## src/rtl/alu_bypass_responder.sv

```systemverilog
// Responder side of the ALU issue stage bypass-buffer operand request.
// Optional: define ALU_BYPASS_WB_FORWARD_EN to forward same-cycle writebacks into waiting sides.
module alu_bypass_responder #(
  parameter int DATA_W = 32,
  parameter int TAG_W  = 4
) (
  input  logic              clk,
  input  logic              rst,
  input  logic              i_Drive_1,
  output logic              o_Free_1,
  input  logic [TAG_W-1:0]  i_DepL_4,
  input  logic [TAG_W-1:0]  i_DepR_4,
  output logic              o_DriveL_1,
  input  logic              i_FreeL_1,
  output logic [DATA_W-1:0] o_DataL_32,
  output logic              o_DriveR_1,
  input  logic              i_FreeR_1,
  output logic [DATA_W-1:0] o_DataR_32,
  input  logic              i_AllocValid_1,
  input  logic [TAG_W-1:0]  i_AllocTag_4,
  input  logic              i_WbValid_1,
  input  logic [TAG_W-1:0]  i_WbTag_4,
  input  logic [DATA_W-1:0] i_WbData_32,
  input  logic              i_Flush_1
);

  // One slot per tag value; the all-ones slot is never written so it reads as invalid.
  localparam int              NUM_SLOTS = 2**TAG_W;
  localparam logic [TAG_W-1:0] NONE_TAG  = '1;

  typedef enum logic [1:0] {ST_IDLE, ST_WAIT, ST_DONE_WAIT} state_e;

  state_e                  state_q, state_d;
  logic                    free_q, free_d;
  logic [NUM_SLOTS-1:0]    valid_q, valid_d;
  logic [DATA_W-1:0]       data_q [NUM_SLOTS];
  logic [DATA_W-1:0]       data_d [NUM_SLOTS];
  logic [TAG_W-1:0]        dep_q [2];
  logic [TAG_W-1:0]        dep_d [2];
  logic [DATA_W-1:0]       rsp_q [2];
  logic [DATA_W-1:0]       rsp_d [2];
  logic [1:0]              drv_q, drv_d;
  logic [1:0]              done_q, done_d;

  logic [TAG_W-1:0]        dep_in [2];
  logic [TAG_W-1:0]        req_tag [2];
  logic [DATA_W-1:0]       side_data [2];
  logic [1:0]              free_in;
  logic [1:0]              fwd_hit;
  logic [1:0]              side_hit;

  assign dep_in[0] = i_DepL_4;
  assign dep_in[1] = i_DepR_4;
  assign free_in   = {i_FreeR_1, i_FreeL_1};

  function automatic state_e wait_state(input logic [1:0] done);
    if (&done)      return ST_IDLE;
    else if (|done) return ST_DONE_WAIT;
    else            return ST_WAIT;
  endfunction

  // In IDLE the incoming request tags are looked up so a ready entry drives one cycle after accept.
  always_comb begin
    for (int s = 0; s < 2; s++) begin
      req_tag[s] = (state_q == ST_IDLE) ? dep_in[s] : dep_q[s];
`ifdef ALU_BYPASS_WB_FORWARD_EN
      fwd_hit[s] = i_WbValid_1 && (i_WbTag_4 == req_tag[s]) &&
                   !(i_AllocValid_1 && (i_AllocTag_4 == req_tag[s]));
`else
      fwd_hit[s] = 1'b0;
`endif
      side_hit[s]  = (req_tag[s] != NONE_TAG) && (valid_q[req_tag[s]] || fwd_hit[s]);
      side_data[s] = valid_q[req_tag[s]] ? data_q[req_tag[s]] : i_WbData_32;
    end
  end

  // NOTE: every variable gets its hold value first so no path leaves it unassigned (no latches).
  always_comb begin
    valid_d = valid_q;
    data_d  = data_q;
    for (int i = 0; i < NUM_SLOTS - 1; i++) begin
      if (i_Flush_1) begin
        valid_d[i] = 1'b0;
      end else if (i_AllocValid_1 && (i_AllocTag_4 == TAG_W'(i))) begin
        valid_d[i] = 1'b0;
      end else if (i_WbValid_1 && (i_WbTag_4 == TAG_W'(i))) begin
        valid_d[i] = 1'b1;
        data_d[i]  = i_WbData_32;
      end
    end
  end

  always_comb begin
    state_d = state_q;
    dep_d   = dep_q;
    rsp_d   = rsp_q;
    drv_d   = drv_q;
    done_d  = done_q;

    case (state_q)
      ST_IDLE: begin
        if (i_Drive_1) begin
          for (int s = 0; s < 2; s++) begin
            dep_d[s]  = dep_in[s];
            done_d[s] = (dep_in[s] == NONE_TAG);
            if (side_hit[s]) begin
              drv_d[s] = 1'b1;
              rsp_d[s] = side_data[s];
            end
          end
          state_d = wait_state(done_d);
        end
      end
      default: begin
        for (int s = 0; s < 2; s++) begin
          if (drv_q[s]) begin
            if (free_in[s]) begin
              drv_d[s]  = 1'b0;
              done_d[s] = 1'b1;
            end
          end else if (!done_q[s] && side_hit[s]) begin
            drv_d[s] = 1'b1;
            rsp_d[s] = side_data[s];
          end
        end
        state_d = wait_state(done_d);
      end
    endcase

    if (i_Flush_1) begin
      state_d = ST_IDLE;
      drv_d   = '0;
      done_d  = '0;
    end

    free_d = (state_d == ST_IDLE);
  end

  // NOTE: state uses non-blocking assignments so all flops update together on the edge.
  always_ff @(posedge clk) begin
    if (rst) begin
      state_q <= ST_IDLE;
      free_q  <= 1'b1;
      valid_q <= '0;
      drv_q   <= '0;
      done_q  <= '0;
      // NOTE: the result table is cleared on reset because its data is defined as zero out of reset.
      for (int i = 0; i < NUM_SLOTS; i++) data_q[i] <= '0;
      for (int s = 0; s < 2; s++) begin
        dep_q[s] <= '0;
        rsp_q[s] <= '0;
      end
    end else begin
      state_q <= state_d;
      free_q  <= free_d;
      valid_q <= valid_d;
      data_q  <= data_d;
      dep_q   <= dep_d;
      rsp_q   <= rsp_d;
      drv_q   <= drv_d;
      done_q  <= done_d;
    end
  end

  // Ready is held low for the whole reset and rises in the very first cycle after it.
  assign o_Free_1   = free_q & ~rst;
  assign o_DriveL_1 = drv_q[0];
  assign o_DriveR_1 = drv_q[1];
  assign o_DataL_32 = rsp_q[0];
  assign o_DataR_32 = rsp_q[1];

endmodule

```

## config.mk

```make
export PLATFORM = sky130hd
export DESIGN_NAME = alu_bypass_responder
export DESIGN_NICKNAME = d
export VERILOG_FILES = /design/src/rtl/alu_bypass_responder.sv
export SDC_FILE = /design/constraint.sdc
export NUM_CORES = 2
export LEC_CHECK = 0
export CAP_MARGIN = 15
export CORE_MARGIN = 2
export CORE_UTILIZATION = 61
export DETAILED_ROUTE_END_ITERATION = 8
export PLACE_DENSITY = 0.84
export SYNTH_ARGS = -nofsm -noshare
export SYNTH_HDL_FRONTEND = slang
export SYNTH_SLANG_ARGS = --single-unit
```

## constraint.sdc

```tcl
create_clock -name clk -period 3.1 [get_ports clk]
set_input_delay 0.31 -clock clk [delete_from_list [all_inputs] [get_ports clk]]
set_output_delay 0.31 -clock clk [all_outputs]
set_load 0.02 [all_outputs]
```

==> reports/results.txt <==
Dpl cells: 4107
Syn nets: 3650
Async SR Flop Fraction: 0%
Hold_buf cts: 0
Setup crit end kind: flop
Root buffer cell: clkbuf_16
CP startpoint: state_q[1]
Crit-path max cell delay: 0.44 ns
Initial antenna violation count: 15
Layout Cells excl Fill: 4226
DRT iter0 DRCs: 4390
Setup crit start kind: flop
# rows: 79
Pleak: 10.5 nW
Vias per cell: 6.81
Synth warn: 0
CTS HTree Levels: 2
Post-synth top area share: 40.4%
Max-cap violations: 0
ANT nets after route: 0
Register bit total from synthesis: 574
Tmin final: 2.99 ns
Mapped Area: 28400 um^2
First-pass GRT wire length: 156 mm
Worst Tran Pin Value: 1.03 ns
Die Height: 220 um
Worst reg2reg path startpoint: state_q[1]
DR DRC count: 0
CTS tree: done
Mapped Cells: 3592
Via count: 28.8k
Drt pass-1 iters: 7
Largest net degree at the start of global routing: 191
Outcome: completed
GR Overflow Total: 0
Fin Clk Skew: 0.0178 ns
Final period util: 96.3%
CP Buf/Inv Count: 3
Arrival time worst endpoint: 3.51 ns
Port bufs: 122
Maximum VDD drop: 0.517 mV
Synth area leader: dfxtp_1
Clk_lat worst skew: 0.64 ns
Routed length per placed instance: 24.3 um
Critical path cell sequence: buf_4, nor2_8, mux2i_4, buf_12, a31oi_1, a211oi_4, buf_12, nor2_1, a311oi_2
Final Hold Fails: 0
Hold Crit Depth: 2
CTS Sinks: 574
Top cell by count, worst path: buf_12
Setup Crit Path Kind: flop to flop
HP Class: primary input to flop
Post_cts resized: 0
Syn_area_per_cell: 7.92 um^2
Hold_sp: rst
WHS: 0.105 ns
Worst Path Required: 3.63 ns
Postcts setup bufs: 0
I/O Pins: 123
Relative max-transition margin: 31.2%
Number of synthesized flops with an enable pin: 0
Sequential area share after synthesis: 40.4%
HPWL after DPL: 58.0 mm
Area contributors post-synth: dfxtp_1 40%, nand2_1 17%, mux4_2 10%, a21oi_1 10%, clkbuf_1 3.6%
Crit path depth: 9
Setup Viol. Count Final: 0
Clock Pin Slew Worst Setup and Hold Paths: 0.06 ns
Drt total wl: 103 mm
Layout cell share with drive strength beyond 1: 11.8%
Seq. cell area: 11500 um^2
RePlAce Congestion: 0.963
Initial core utilization: 61.5%
FF-to-FF path depth: 9
Die W: 220 um
Slew Limit Fails: 0
Layout area overhead: 15.5%
All-Layer GR Usage: 42.3%
Setup slack, reg-to-reg: 0.11 ns
Core area: 46300 um^2
Timing-limited maximum frequency: 335 MHz
Longest Clk Path Bufs: 3
Top FF cell, synth: dfxtp_1
CP Max Fanout: 64
Area of the multi-input gates: 15700 um^2
Fill count: 3488
DIE AREA: 48400 um^2
P per Cell Area: 533 nW/um^2
CP top delay family: buffers and inverters
Yosys cell types: 52
Nets: 3619
Inserted Clock Buffers: 58
Slowest cell on crit path: mux2i_4
Number of global-route vias before repair: 27.1k
## layer usage
| layer | routed length [um] | GRT usage (%) | share of wire, % |
|---|---|---|---|
| met5 | 0 | 0 | 0 |
| met4 | 7120 | 27.9 | 6.9 |
| met3 | 15800 | 13.2 | 15 |
| met2 | 44500 | 63.1 | 43 |
| met1 | 35300 | 52.7 | 34 |
## cell families (layout without fill, tap and decap cells)
| logic type | after synthesis | count (layout) | synth area share (%) |
|---|---|---|---|
| simple gates | 1521 | 1521 | 21.7 |
| compound gates | 949 | 949 | 19.9 |
| mux | 202 | 202 | 12.9 |
| buf+inv | 344 | 356 | 5.12 |
| fa+ha+maj | 2 | 2 | 0.0880 |
| flops | 574 | 574 | 40.4 |
| other cells | 0 | 15 | 0 |
## state kept, by name, indices dropped and copies added, names as in the netlist
register    count
data_q        480
o_DataL_32     32
o_DataR_32     32
valid_q        15
dep_q           8
done_q          2
drv_q           2
state_q         2
free_q          1
## worst paths after layout
check,to
worst max-delay path,o_DataR_32[8]
worst min-delay path,data_q[190]
worst max register to register,o_DataR_32[8]
worst min register to register,data_q[468]
## report_power, final
group          leakage (nW)  switching [W]  internal [W]  total, W
Clock                  1.00        0.00306       0.00440   0.00746
Combinational          4.82        0.00156      0.000854   0.00241
Sequential             4.64       0.000125       0.00751   0.00763
## cell type report
cell class / instances / area share (%)
multi-input cells: 2674 / 47.7
flip-flops and latches: 574 / 35.0
clock inverters: 16 / 0.636
diodes: 15 / 0.114
clock buffers: 87 / 5.49
repair buffers: 250 / 8.77
well taps: 607 / 2.31
inverters: 3 / 0.0343
## Yosys cell counts, types with 3 or more instances
| cell type | count |
|---|---|
| nand2_1 | 1265 |
| a21oi_1 | 574 |
| dfxtp_1 | 574 |
| clkbuf_1 | 270 |
| mux4_2 | 128 |
| nor2_1 | 86 |
| o21ai_0 | 80 |
| and3_1 | 73 |
| a31oi_1 | 69 |
| a22oi_1 | 66 |
| mux2i_1 | 66 |
| o211ai_1 | 66 |
| a311oi_1 | 46 |
| buf_2 | 39 |
| a311oi_2 | 20 |
| buf_4 | 17 |
| nand3_1 | 17 |
| nor3_1 | 17 |
| nor3b_1 | 14 |
| buf_1 | 8 |
| buf_6 | 7 |
| nor2b_1 | 7 |
| or2_2 | 7 |
| or3_1 | 6 |
| mux2_1 | 4 |
| nand2b_1 | 4 |
| nand3b_1 | 4 |
| nand4_1 | 4 |
| o21a_1 | 4 |
| o21ai_1 | 4 |
| o22ai_1 | 4 |
| or3b_1 | 4 |
| a211oi_2 | 3 |
| inv_1 | 3 |
## worst register-to-register path, cell delays in order (launching register included)
cell and delay, ns:
dfxtp_1 0.42, buf_4 0.22, nor2_8 0.26, mux2i_4 0.44
buf_12 0.28, a31oi_1 0.19, a211oi_4 0.28, buf_12 0.37
nor2_1 0.15, a311oi_2 0.27
## metrics by stage
stage          util [%]  setup slack (ns)  setup TNS, ns  instance area, um^2  power [W]
6_report           71.0             0.114              0                32900     0.0175
3_3_place_gp       66.5             0.235              0                30800     0.0101
3_5_place_dp       66.5             0.143              0                30800     0.0101
5_1_grt            71.0         -0.000334      -0.000334                32900     0.0179
4_1_cts            70.9             0.146              0                32800     0.0174
2_1_floorplan         -             0.747              0                28400    0.00910
## cell usage in the layout, fill, tap and decap left out, drive strengths merged, types with 7 or more instances in the layout
cell type,netlist,final
nand2,1267,1267
a21oi,574,574
dfxtp,574,574
buf,71,129
mux4,128,128
clkdlybuf4s50,0,121
nor2,87,87
clkbuf,270,87
o21ai,86,86
and3,73,73
a31oi,69,69
mux2i,68,68
o211ai,66,66
a22oi,66,66
a311oi,66,66
nor3,17,17
nand3,17,17
diode,0,15
nor3b,15,15
clkinv,0,10
nor2b,7,7
or2,7,7
(Power assumes the default switching activity.)
